**config.mk**
```make
export PLATFORM = sky130hd
export DESIGN_NAME = nonce_result_scanner
export DESIGN_NICKNAME = d
export VERILOG_FILES = /design/src/rtl/nonce_result_scanner.sv
export SDC_FILE = /design/constraint.sdc
export NUM_CORES = 1
export LEC_CHECK = 0
export ABC_AREA = 1
export BUFFER_PORTS_ARGS = -buffer_cell sky130_fd_sc_hd__buf_2
export CORE_ASPECT_RATIO = 1.2
export CORE_MARGIN = 3
export CORE_UTILIZATION = 55
export CTS_CLUSTER_SIZE = 40
export DETAILED_ROUTE_END_ITERATION = 10
export PLACE_DENSITY = 0.92
export SLEW_MARGIN = 10
export SYNTH_ARGS = -nofsm -noshare
export SYNTH_HDL_FRONTEND = slang
export SYNTH_SLANG_ARGS = --single-unit
export TNS_END_PERCENT = 100
```
**constraint.sdc**
```tcl
create_clock -name clk -period 5.9 [get_ports clk]
set_input_delay 1.18 -clock clk [delete_from_list [all_inputs] [get_ports clk]]
set_output_delay 1.18 -clock clk [all_outputs]
set_load 0.05 [all_outputs]
```
**src/rtl/nonce_result_scanner.sv**
```systemverilog
// Scans NUM_NONCES hash result words for the minimum and the count below target,
// then writes a three-word summary back through the shared single-port memory.
module nonce_result_scanner #(
  parameter int NUM_NONCES = 16
) (
  input  logic                                clk,
  input  logic                                reset,
  input  logic                                start,
  input  logic [15:0]                         result_addr,
  input  logic [15:0]                         summary_addr,
  input  logic [31:0]                         target,
  output logic                                done,
  output logic                                found,
  output logic [31:0]                         best_nonce,
  output logic [31:0]                         best_hash,
  output logic [$clog2(NUM_NONCES+1)-1:0]     match_count,
  output logic                                mem_clk,
  output logic                                mem_we,
  output logic [15:0]                         mem_addr,
  output logic [31:0]                         mem_write_data,
  input  logic [31:0]                         mem_read_data
);

  localparam int CW = $clog2(NUM_NONCES + 1);
  localparam int TW = $clog2(NUM_NONCES + 6);
  localparam logic [TW-1:0] LAST_ISSUE = TW'(NUM_NONCES - 1);
  localparam logic [TW-1:0] FIRST_CAP  = TW'(2);
  localparam logic [TW-1:0] LAST_CAP   = TW'(NUM_NONCES + 1);
  localparam logic [TW-1:0] WR_NONCE   = TW'(NUM_NONCES + 2);
  localparam logic [TW-1:0] WR_HASH    = TW'(NUM_NONCES + 3);
  localparam logic [TW-1:0] WR_SUMMARY = TW'(NUM_NONCES + 4);

  typedef enum logic [1:0] {
    S_IDLE  = 2'd0,
    S_READ  = 2'd1,
    S_WRITE = 2'd2,
    S_DONE  = 2'd3
  } state_t;

  function automatic logic [31:0] pack_summary(input logic f, input logic [CW-1:0] c);
    return {f, 15'b0, 16'(c)};
  endfunction

  state_t          state_r, state_s;
  logic [TW-1:0]   cyc_r, cyc_s;
  logic [15:0]     res_base_r, res_base_s;
  logic [15:0]     sum_base_r, sum_base_s;
  logic [31:0]     target_r, target_s;
  logic            done_r, done_s;
  logic            found_r, found_s;
  logic [31:0]     best_nonce_r, best_nonce_s;
  logic [31:0]     best_hash_r, best_hash_s;
  logic [CW-1:0]   count_r, count_s;
  logic            mem_we_r, mem_we_s;
  logic [15:0]     mem_addr_r, mem_addr_s;
  logic [31:0]     mem_wdata_r, mem_wdata_s;

  assign mem_clk        = clk;
  assign done           = done_r;
  assign found          = found_r;
  assign best_nonce     = best_nonce_r;
  assign best_hash      = best_hash_r;
  assign match_count    = count_r;
  assign mem_we         = mem_we_r;
  assign mem_addr       = mem_addr_r;
  assign mem_write_data = mem_wdata_r;

  // State and output registers; cyc_r counts edges since the start edge.
  always_ff @(posedge clk) begin
    if (reset) begin
      state_r      <= S_IDLE;
      cyc_r        <= '0;
      res_base_r   <= 16'd0;
      sum_base_r   <= 16'd0;
      target_r     <= 32'd0;
      done_r       <= 1'b0;
      found_r      <= 1'b0;
      best_nonce_r <= 32'd0;
      best_hash_r  <= 32'd0;
      count_r      <= '0;
      mem_we_r     <= 1'b0;
      mem_addr_r   <= 16'd0;
      mem_wdata_r  <= 32'd0;
    end else begin
      state_r      <= state_s;
      cyc_r        <= cyc_s;
      res_base_r   <= res_base_s;
      sum_base_r   <= sum_base_s;
      target_r     <= target_s;
      done_r       <= done_s;
      found_r      <= found_s;
      best_nonce_r <= best_nonce_s;
      best_hash_r  <= best_hash_s;
      count_r      <= count_s;
      mem_we_r     <= mem_we_s;
      mem_addr_r   <= mem_addr_s;
      mem_wdata_r  <= mem_wdata_s;
    end
  end

  // Next-state and next-output computation.
  always_comb begin
    state_s      = state_r;
    cyc_s        = cyc_r;
    res_base_s   = res_base_r;
    sum_base_s   = sum_base_r;
    target_s     = target_r;
    done_s       = done_r;
    found_s      = found_r;
    best_nonce_s = best_nonce_r;
    best_hash_s  = best_hash_r;
    count_s      = count_r;
    mem_we_s     = 1'b0;
    mem_addr_s   = mem_addr_r;
    mem_wdata_s  = mem_wdata_r;
    case (state_r)
      S_IDLE, S_DONE: begin
        if (start) begin
          state_s      = S_READ;
          cyc_s        = TW'(1);
          res_base_s   = result_addr;
          sum_base_s   = summary_addr;
          target_s     = target;
          done_s       = 1'b0;
          found_s      = 1'b0;
          best_nonce_s = 32'd0;
          best_hash_s  = 32'hFFFF_FFFF;
          count_s      = '0;
          mem_addr_s   = result_addr;
        end else begin
          state_s = state_r;
        end
      end
      S_READ: begin
        cyc_s = cyc_r + TW'(1);
        if (cyc_r <= LAST_ISSUE) begin
          mem_addr_s = res_base_r + 16'(cyc_r);
        end else begin
          mem_addr_s = mem_addr_r;
        end
        // Strict compares: equal hashes keep the earlier nonce.
        if (cyc_r >= FIRST_CAP && mem_read_data < best_hash_r) begin
          best_hash_s  = mem_read_data;
          best_nonce_s = 32'(cyc_r) - 32'd2;
        end else begin
          best_hash_s = best_hash_r;
        end
        if (cyc_r >= FIRST_CAP && mem_read_data < target_r) begin
          count_s = count_r + CW'(1);
          found_s = 1'b1;
        end else begin
          count_s = count_r;
        end
        if (cyc_r == LAST_CAP) begin
          state_s = S_WRITE;
        end else begin
          state_s = S_READ;
        end
      end
      S_WRITE: begin
        cyc_s = cyc_r + TW'(1);
        if (cyc_r == WR_NONCE) begin
          mem_we_s    = 1'b1;
          mem_addr_s  = sum_base_r;
          mem_wdata_s = best_nonce_r;
        end else if (cyc_r == WR_HASH) begin
          mem_we_s    = 1'b1;
          mem_addr_s  = sum_base_r + 16'd1;
          mem_wdata_s = best_hash_r;
        end else if (cyc_r == WR_SUMMARY) begin
          mem_we_s    = 1'b1;
          mem_addr_s  = sum_base_r + 16'd2;
          mem_wdata_s = pack_summary(found_r, count_r);
        end else begin
          cyc_s   = cyc_r;
          done_s  = 1'b1;
          state_s = S_DONE;
        end
      end
      default: begin
        state_s = S_IDLE;
      end
    endcase
  end

endmodule

```
==> results of run 1 <==
-- per-layer routing --
layer  share of wire  vias to the layer above  global-route usage
met5               0                        -                   0
met4           0.045                        0               0.156
met3           0.065                      102              0.0457
met2            0.50                      425               0.499
met1            0.39                     4491               0.329
li1                -                     4800                   -
-- stage by stage --
| stage | power (mW) | hold slack [ns] | instance area, um^2 |
|---|---|---|---|
| floorplan | 4.11 | 0.433 | 9510 |
| global placement | 4.57 | 0.445 | 10400 |
| detailed placement | 4.68 | 0.453 | 10400 |
| CTS | 5.91 | 0.462 | 11000 |
| global route | 6.28 | 0.477 | 11000 |
| finish | 5.93 | 0.461 | 11000 |
-- cells in the mapped netlist (3+ instances only) --
| cell type | number | share of area |
|---|---|---|
| nand3_1 | 89 | 0.047 |
| a21o_1 | 3 | 0.0024 |
| buf_4 | 32 | 0.025 |
| inv_2 | 4 | 0.0016 |
| nor3_1 | 10 | 0.0053 |
| buf_6 | 4 | 0.0047 |
| nor4_1 | 6 | 0.0039 |
| o22ai_1 | 3 | 0.0020 |
| o211ai_1 | 10 | 0.0079 |
| nand2_2 | 3 | 0.0020 |
| buf_2 | 10 | 0.0053 |
| a21oi_2 | 4 | 0.0037 |
| nand2_1 | 217 | 0.086 |
| clkbuf_1 | 50 | 0.020 |
| ha_1 | 79 | 0.10 |
| inv_1 | 135 | 0.053 |
| o21ai_0 | 130 | 0.068 |
| a211oi_1 | 7 | 0.0055 |
| buf_1 | 4 | 0.0016 |
| dfxtp_1 | 165 | 0.35 |
| nor2_4 | 3 | 0.0036 |
| nor2_1 | 158 | 0.062 |
| nand4_1 | 13 | 0.0086 |
| a21oi_1 | 195 | 0.10 |
-- final timing paths --
path / endpoint / slack (ns) / cells past startpoint
max: mem_clk / 1.32 / 3
min: target_r[31] / 0.46 / 2
max reg2reg: best_hash[13] / 2.20 / 9
min reg2reg: target_r[31] / 0.46 / 2
-- critical path: cells and delay by family --
kind     cells  cell delay [ns]
buf+inv      3             0.45
-- power by group --
part           total (mW)  switching [mW]  internal, mW  leakage (nW)
logic                2.97            2.21         0.763          3.63
clock network        1.25           0.508         0.738         0.332
registers            1.71           0.282          1.42          1.36
total                5.93            3.00          2.92          5.32
-- cells by family after synthesis --
family          count (synthesis)  share of synthesized area
compound gates                365                      0.204
buf+inv                       241                      0.112
fa+ha+maj                      80                      0.106
flops                         165                      0.347
xor+xnor                        4                    0.00368
simple gates                  508                      0.227
-- sequential cells by signal (all words and copies together), names as in the netlist --
name	flops
best_hash	32
sum_base_r	16
cyc_r	5
mem_addr	16
match_count	5
mem_write_data	32
target_r	32
state_r	2
best_nonce	6
found	1
mem_we	1
res_base_r	16
done	1
-- layout make-up --
type,count,area (um^2),share of cell area
clock buffers,25,541,0.0489
clock inverters,11,124,0.0112
inverters,141,533,0.0483
multi-input cells,957,5150,0.467
flip-flops and latches,165,3300,0.299
well taps,216,270,0.0245
repair buffers,222,1120,0.101
==> run metrics, run 1 <==
first-pass GRT wire length 43.8 mm; worst path cell trace clkbuf_16 > clkbuf_16 > buf_2; area delta synth->final 16.2%; area of the mapped netlist approximately 9500 um^2; DR vias 9818; Port Buffers 219; Least-Margin Pin Slew 1.17 ns; CTS tree built; pwr/cell area 536 nW/um^2; WL per Instance 15.8 um; Detailed Place HPWL between 15 and 20 mm; Util after Layout 0.653; Hold-fix buffers, CTS 0; total grt overflow 0; post-route ant nets 0; post-synthesis async set-or-reset flop share 0; Clock transition at path regs approximately 0.06 ns; chip width 126 um; die area about 19000 um^2; Post-Layout Cell Count 1737; Max Fanout on Critical Path 2; status completed; Worst EP required 4.72 ns; core area approximately 17000 um^2; layout cell share with drive strength beyond 1 0.187; CP Launch Point clk; CP peak stage delay 0.20 ns; final max-slew violation count 0; Setup WS pre-CTS 1.58 ns; Worst-Skew Late Latency 0.55 ns; DRC violations left 0; commonest cells after routing, fill and taps aside buf_2 (219), nand2_1 (214), a21oi_1 (195); critical path startpoint category clock port; maxcap violations 0; worst endpoint data arrival time roughly 3.4 ns; post-synthesis sequential area ratio 0.347; Die Height 150 um; warnings from Yosys 0; Post-Syn Nets 1542; final setup fails 0; r2r startpoint state_r[0]; Synth Area per Inst 6.98 um^2; vias in the first global route 9208; FP Rows 52; CTS resizes 0; most common cell after layout, fill and taps aside buf_2; initial DRC count 839; number of synthesized register bits 165; antenna violations before repair 0; Fin Setup TNS 0 ns; total wire length 27.5 mm; Post-synth EDFFs 0; endpoints failing hold 0; Gate Count Post-Synth 1363; ant diodes 0; buffer count from post-CTS setup fixing 0; critical path type clock port to primary output; IO Pins 220; Top FF cell, synth dfxtp_1; number of instances in the placed design 1702; Worst Skew about 0.0086 ns; largest net degree at the start of global routing 111; Distinct cells, synth 45; routability cong. 0.893; fillers roughly 1500; Lkg Pwr between 5 and 6 nW; # nets final 1687; Peak supply drop 0.340 mV; via/cell ratio 5.65; First-pass DRT Iterations 5; hold_sp target_r[31]; Setup crit end kind primary output; Worst slew margin 0.223; cell with the most instances on the worst path clkbuf_16; initial core utilization 0.562; worst hold path class flop to flop; setup repair after global routing missed its margin false; post-route setup slack 1.32 ns; slowest CP cell buf_2; gr usage total 0.284
Note: power is estimated with default switching activity, not from simulation.
==> inputs of run 2 (changes only) <==
Settings changed: CORE_UTILIZATION 55 to 50, PLACE_DENSITY 0.92 to 0.89.
Clock period 5.9 ns to 3.87 ns, I/O delays scaled along.
==> run 2 against run 1 <==
Die area increased by 9.6%. Sequential power increased by 51%. Register-to-register slack got worse by 0.97 ns. Global-route usage decreased by 3.0 points. Final cell count increased by 2.5%. Critical path type unchanged. Largest power group unchanged. Highest routed layer unchanged.
==> run metrics, run 2 (same netlist as run 1, synthesis figures left out) <==
status completed; via/cell ratio 5.44 (-3.7%); final max-slew violation count 0 (unchanged); ant diodes 0 (unchanged); Int Pwr 4.40 mW (+50%); CP peak stage delay 0.20 ns (about the same); layout cell share with drive strength beyond 1 0.192 (+0.00503); IO Pins 220 (unchanged); first-pass GRT wire length 43.5 mm (-0.73%); cell with the most instances on the worst path clkbuf_16; Least-Margin Pin Slew 0.736 ns (-0.429 ns); largest net degree at the start of global routing 126 (+14%); Max Fanout on Critical Path 2 (unchanged); pwr/cell area 809 nW/um^2 (+51%); DR vias 9688 (-1.3%); vias in the first global route 9138 (-0.76%); CTS resizes 0 (unchanged); critical path startpoint category clock port; critical path type clock port to primary output; die area 20700 um^2 (+9.6%); initial core utilization 0.516 (-0.0466); # nets final 1694 (+0.41%); number of instances in the placed design 1745 (+2.5%); routability cong. 0.900 (+0.85%); Worst slew margin 0.509 (+0.286); initial DRC count 700 (-17%); CP bufs+invs 3 (unchanged); antenna violations before repair 0 (unchanged); Worst EP required 3.10 ns (-1.62 ns); core area 18400 um^2 (+9.0%); DRC violations left 0 (unchanged); part of the power in the clock network 0.206 (-0.004); Worst Skew 0.0103 ns (+0.00169 ns); net switching power figure 4.64 mW (+55%); area delta synth->final 17.5%; First-pass DRT Iterations 5 (unchanged); Worst-Skew Late Latency 0.55 ns (about the same); chip width 132 um (+4.6%); setup repair after global routing missed its margin false; Peak supply drop 0.538 mV (+58%); Comb power frac 0.508 (+0.006); gr usage total 0.254 (-0.0299); Sw Share 0.514 (+0.00699); Port Buffers 219 (unchanged); endpoints failing hold 0 (unchanged); delay-heaviest family, CP buffers and inverters; total wire length 26.9 mm (-2.0%); Detailed Place HPWL 19.4 mm (+1.2%); post-route ant nets 0 (unchanged); most common cell after layout, fill and taps aside buf_2; Post-Layout Cell Count 1780 (+2.5%); WL per Instance 15.1 um (-4.4%); Fin Setup TNS 0 ns (unchanged); FP Rows 54 (+3.8%); Clock transition at path regs 0.07 ns (about the same); Die Height 157 um (+4.7%); maxcap violations 0 (unchanged); slowest CP cell buf_2; Lkg Pwr 5.36 nW (+0.80%); final setup fails 0 (unchanged); worst hold path class flop to flop; worst path cell trace clkbuf_16 > clkbuf_16 > buf_2; worst endpoint data arrival time 2.38 ns (-1.02 ns); Hold-fix buffers, CTS 0 (unchanged); Seq pwr share 0.286 (-0.002); commonest cells after routing, fill and taps aside buf_2 (219), nand2_1 (214), a21oi_1 (195); buffer count from post-CTS setup fixing 0 (unchanged); R2R Setup Slk 1.23 ns (-0.97 ns); CTS tree built; total grt overflow 0 (unchanged); Setup crit end kind primary output
[run 2: cell types whose count changed in the layout (fill, tap and decap cells not counted), sizes merged]
cell,before,now
buf,223,230
bufinv,2,0
inv,141,148
clkbuf,24,20
clkinv,9,8
[run 2: path summary, 6_finish.rpt]
check                end  cells past startpoint   startpoint
max              mem_clk                      3          clk
min          target_r[2]                      2  target_r[2]
max reg2reg  mem_addr[0]                     10     cyc_r[0]
min reg2reg  target_r[2]                      2  target_r[2]
[run 2: power groups by stage]
stage	Clock (mW)	Combinational, mW	Sequential (mW)
finish	1.86	4.59	2.58
global route	1.96	5.00	2.65
CTS	1.88	4.58	2.57
detailed placement	0.0493	4.54	2.61
global placement	0.0493	4.44	2.59
floorplan	0.0557	2.74	3.47
[run 2: area by class of cell]
cell class	instances	area (um^2)
repair buffers	229	1210
fillers	1655	7270
multi-input cells	957	5150
flip-flops and latches	165	3300
clock buffers	21	505
well taps	252	315
inverters	141	533
clock inverters	15	156
[run 2: per-stage QoR]
| step | utilization | hold WS (ns) | worst slack (ns) | instance area, um^2 | power [mW] |
|---|---|---|---|---|---|
| final | 0.606 | 0.458 | 0.716 | 11200 | 9.04 |
| after global routing | 0.606 | 0.479 | 0.712 | 11200 | 9.61 |
| after CTS | 0.606 | 0.465 | 0.714 | 11200 | 9.04 |
| after detailed placement | 0.570 | 0.454 | 0.837 | 10500 | 7.20 |
| after global placement | 0.570 | 0.443 | 0.929 | 10500 | 7.07 |
| after floorplan | - | 0.433 | 0.994 | 9510 | 6.27 |
[run 2: worst min-delay path: cells and delay by family (launching register included)]
kind | cells | cell delay, ns
AO/OA/AOI/OAI | 1 | 0.05
flip-flops | 1 | 0.30
buffers and inverters | 1 | 0.06
[run 2: metal layers]
layer / routed length (um) / GRT usage / vias up
met3: 1790 / 0.0531 / 54
met1: 10700 / 0.291 / 4414
met5: 0 / 0 / -
met2: 13700 / 0.464 / 399
met4: 719 / 0.102 / 0
li1: - / - / 4821
